[config.mk]
export PLATFORM = sky130hd
export DESIGN_NAME = comparator_unit
export DESIGN_NICKNAME = d
export VERILOG_FILES = /design/src/rtl/comparator_unit.sv
export SDC_FILE = /design/constraint.sdc
export NUM_CORES = 1
export LEC_CHECK = 0
export ABC_AREA = 0
export BUFFER_PORTS_ARGS = -buffer_cell sky130_fd_sc_hd__buf_4
export CORE_AREA = 2 2 39 41
export CTS_CLUSTER_DIAMETER = 30
export DETAILED_ROUTE_END_ITERATION = 6
export DIE_AREA = 0 0 41 43
export PLACE_DENSITY = 0.72
export REMOVE_ABC_BUFFERS = 1
export SLEW_MARGIN = 20
export SYNTH_ARGS = -nofsm -noshare
export SYNTH_HDL_FRONTEND = slang
export SYNTH_SLANG_ARGS = --single-unit
[constraint.sdc]
create_clock -name clk -period 1 [get_ports clk]
set_input_delay 0.2 -clock clk [delete_from_list [all_inputs] [get_ports clk]]
set_output_delay 0.2 -clock clk [all_outputs]
set_load 0.02 [all_outputs]
[src/rtl/comparator_unit.sv]
// ---------------------------------------------------------------------------
// comparator_unit
//
// Registered equality / inequality comparator used by the branch logic to
// resolve beq/bne-style conditions on the 16-bit datapath.
//
// The next value of R depends only on the current A, B and mode strobes. It
// is captured on the rising clock edge, so the result appears one cycle after
// the operands are presented. There is no combinational path from any input
// to R.
//
// Ports
//   clk    in   1      system clock, rising-edge active
//   reset  in   1      asynchronous, active-high reset; clears R
//   A      in   WIDTH  first operand (raw bit pattern, unsigned)
//   B      in   WIDTH  second operand (raw bit pattern, unsigned)
//   cmpEq  in   1      request equality test
//   cmpNq  in   1      request inequality test
//   R      out  WIDTH  registered result, 0 or 1 zero-extended to WIDTH
//
// Mode strobes
//   cmpEq=0 cmpNq=0 : R <= 0 (no compare requested)
//   cmpEq=1 cmpNq=0 : R <= (A == B)
//   cmpEq=0 cmpNq=1 : R <= (A != B)
//   cmpEq=1 cmpNq=1 : R <= 1 (both terms ORed; legal, never issued on purpose)
// ---------------------------------------------------------------------------
module comparator_unit #(
  parameter int WIDTH = 16
) (
  input  logic             clk,
  input  logic             reset,
  input  logic [WIDTH-1:0] A,
  input  logic [WIDTH-1:0] B,
  input  logic             cmpEq,
  input  logic             cmpNq,
  output logic [WIDTH-1:0] R
);

  logic eq;
  logic hit;

  // Full-width unsigned compare; no signed interpretation of the operands.
  assign eq  = (A == B);
  assign hit = (cmpEq & eq) | (cmpNq & ~eq);

  // The upper bits of R are constant zero, so only the LSB carries state.
  always_ff @(posedge clk or posedge reset) begin
    if (reset) begin
      R <= '0;
    end else begin
      // NOTE: sequential state uses non-blocking assignments so every register
      // samples its inputs as they were just before the clock edge.
      R <= {{(WIDTH-1){1'b0}}, hit};
    end
  end

endmodule

Word-level counts from Yosys, hierarchy flattened --
Index checks and enable logic that the tools add are counted.
Word-level totals: register bits 1, word-level logic and storage cells 6
Cells by class: equality and inequality tests 1, bitwise logic cells 4
Operators with widths (count):
- equality test 16 bit | 1
- AND 1 bit | 2
- NOT 1 bit | 1
- bitwise OR 1 bit | 1

Longest topological paths before layout --
depth in word-level cells 4, mapped depth 4, depth with buffers taken out 4

Least setup slack after synthesis --
OpenSTA, ideal clock, no wires.
kind input to register, from input B[10], to register R[0], library setup time 0.128 ns, data arrival time 1.044 ns, path slack -0.172 ns, cell stages on the path 4, buffers on the path 0, cells stage by stage xnor2_1 -> nand4_1 -> nor4_2 -> mux2_1
Between the ends: cells in the longest elaborated chain, start to end 4, elaborated cells on any way between the ends 5, those cells by class eq/ne (1); bitwise (4)
RTL lines:
- from (decl) | RTL line 33 | input logic [WIDTH-1:0] B,
- equality test 16 bit (*) | RTL line 43 | assign eq = (A == B);
- NOT 1 bit | RTL line 44 | assign hit = (cmpEq & eq) | (cmpNq & ~eq);
- AND 1 bit | RTL line 44
- bitwise OR 1 bit (*) | RTL line 44
- via hit | RTL line 40 | logic hit;
- to (signal assigned) | RTL line 53 | R <= {{(WIDTH-1){1'b0}}, hit};
- to (decl) | RTL line 36 | output logic [WIDTH-1:0] R
The timed path passes the listed nets; every way through them passes the cells marked *.

Final worst setup path --
from input A[7], to register R[0]
Between the ends: cells in the longest elaborated chain, start to end 4, elaborated cells on any way between the ends 5, those cells by class eq/ne (1); bitwise (4)
RTL lines:
- from (decl) | RTL line 32 | input logic [WIDTH-1:0] A,
- equality test 16 bit (*) | RTL line 43
- NOT 1 bit | RTL line 44
- AND 1 bit | RTL line 44
- bitwise OR 1 bit (*) | RTL line 44
- via hit | RTL line 40
Marked as above.

==> run summary <==
status - complete, but fails checks
failing checks - setup timing
Tmin final - 1320 ps
highest routed layer - met3
Stages on worst setup path - 5
antenna violations before repair - 0
Crit Path Max Fanout - 1
synthesized area - 334 sq um
Nets - 113
CP Data Arrival Time - 1190 ps
final hold violations - 0
initial drt markers - 0
Die Area - 1760 sq um
Max-Cap Viols - 0
period utilization - 1.32
Final Max Tran Viols - 0
Clock Pin Slew Worst Setup and Hold Paths - 0 ps
detailed-route via count - 335
Overflow after GRT - 0
area added between synthesis and finish - 85.8%
number of flip-flops in the largest register - 1
most common cell after layout, fill and taps aside - buf_4
Top Registers - R (1)
largest net degree at the start of global routing - 2
Synth Area per Inst - 8.35 sq um
synth unique cells - 8
#FFs+latches synth - 1
Switch Pwr - 112 uW
Leakage - 0.312 nW
hold-fix buffer count after cts - 0
DRC viols - 0
Die Y - 43 microns
Hold Slack - 47.4 ps
layout cells sized above 1 - 0.560
Largest Register - R
GRT Total Usage - 0.0790
Synth area leaders - xnor2_1, buf_4, dfrtp_1
drt total wl - 750 microns
max incr delay on CP - 340 ps
cell-by-cell trace of the critical path - buf_6, xnor2_2, nand4_1, nor4_2, mux2_1
post-DP HPWL - 673 microns
number of global-route vias before repair - 295
Pre-antenna DRT Iters - 1
Final WS setup - -323 ps
Met2 Routed Length - 444 microns
Setup TNS - -323 ps
ant diodes - 0
Combinational Power Share - 0.858
PD cells - 498 nW/um^2
CORE AREA - 1380 sq um
Vias/cell - 3.68
Synth warnings - 0
Initial Util - 0.241
most frequent cells in the layout - buf_4, conb_1, xnor2_1
first-pass GRT wire length - 1030 microns
Die Wd - 41 microns
PortBufs - 36
RSZ-0062 raised after global routing - yes
Max Clk Rate - 756 MHz
WL met3 - 121 microns
delay-heaviest family, CP - simple AND/OR/NAND/NOR gates
register share of total power - 0.142
Hold Path Class - in -> async
clock share of power - 0
post-synth top area share - 0.419
Routed WL per cell - 8.24 microns
fraction of power spent switching nets - 0.361
Setup Viol. Count Final - 1
VDD IR max - 0.127 mV
Synth area leader - xnor2_1
GPL Wtd Cong - 0.616
Worst Setup Start Kind - primary input
Crit. End Element - flop
Gate Count Post-Synth - 40
CP bufs+invs - 1
Critical Path RT - 870 ps
post-route core utilization - 0.448
wl on met1 - 183 microns
critical path type - in -> reg
Rows - 14
sequential area share after synthesis - 0.0749
antenna viol nets, final - 0
I/O pin cnt - 52
internal power - 197 uW
slowest CP cell - mux2_1
## power by group through the flow
stage / clock [mW] / sequential (mW) / combinational [mW]
after global routing: 0 / 0.0438 / 0.285
after CTS: 0 / 0.0437 / 0.261
after global placement: 0 / 0.0438 / 0.236
after detailed placement: 0 / 0.0437 / 0.238
final: 0 / 0.0437 / 0.265
after floorplan: 0 / 0.0465 / 0.114
## area by class of cell
type	instances	area (sq um)
Multi-Input combinational cell	37	283
Fill cell	138	763
Inverter	1	3.75
Tap cell	16	20.0
Timing Repair Buffer	36	289
Sequential cell	1	25.0
## timing repair
| action | in CTS | in global routing |
|---|---|---|
| endpoints found under the setup margin | 1 | 1 |
| setup buffers | 0 | 0 |
| gates resized for setup | 8 | 2 |
| pin swaps | 6 | 3 |
## stage by stage
stage               worst slack [ps]  power (mW)  cell area [sq um]  instances
floorplan                       -172       0.160                274         39
CTS                             -344       0.304                609         91
finish                          -323       0.309                621         91
detailed placement              -345       0.282                564         91
global placement                -338       0.279                564         91
global route                    -409       0.329                621         91
## metal layers
layer  up-vias  global-route usage
li1        169                   -
met1       142              0.0667
met2        24               0.175
met3         0              0.0105
met4         0                   0
met5         -                   0
## cell families (layout without fill, tap and decap cells)
| logic type | Yosys count | count (layout) | share of synthesized area |
|---|---|---|---|
| simple gates | 5 | 5 | 0.112 |
| mux | 1 | 1 | 0.0337 |
| buf+inv | 16 | 37 | 0.348 |
| other cells | 1 | 15 | 0.0112 |
| xor+xnor | 16 | 16 | 0.419 |
| flops | 1 | 1 | 0.0749 |
## worst max-delay path by stage
stage	startpoint	to	slack [ps]
after global routing	B[7]	R[0]$_DFF_PP0_	-410
after CTS	A[7]	R[0]$_DFF_PP0_	-340
after detailed placement	B[3]	R[0]$_DFF_PP0_	-340
final	A[7]	R[0]$_DFF_PP0_	-320
after floorplan	B[10]	R[0]$_DFF_PP0_	-170
after global placement	B[3]	R[0]$_DFF_PP0_	-340
## synthesized netlist by cell type
cell	number
xnor2_1	16
buf_4	15
nand4_1	4
conb_1	1
dfrtp_1	1
inv_1	1
mux2_1	1
nor4_2	1
(Power assumes the default switching activity.)
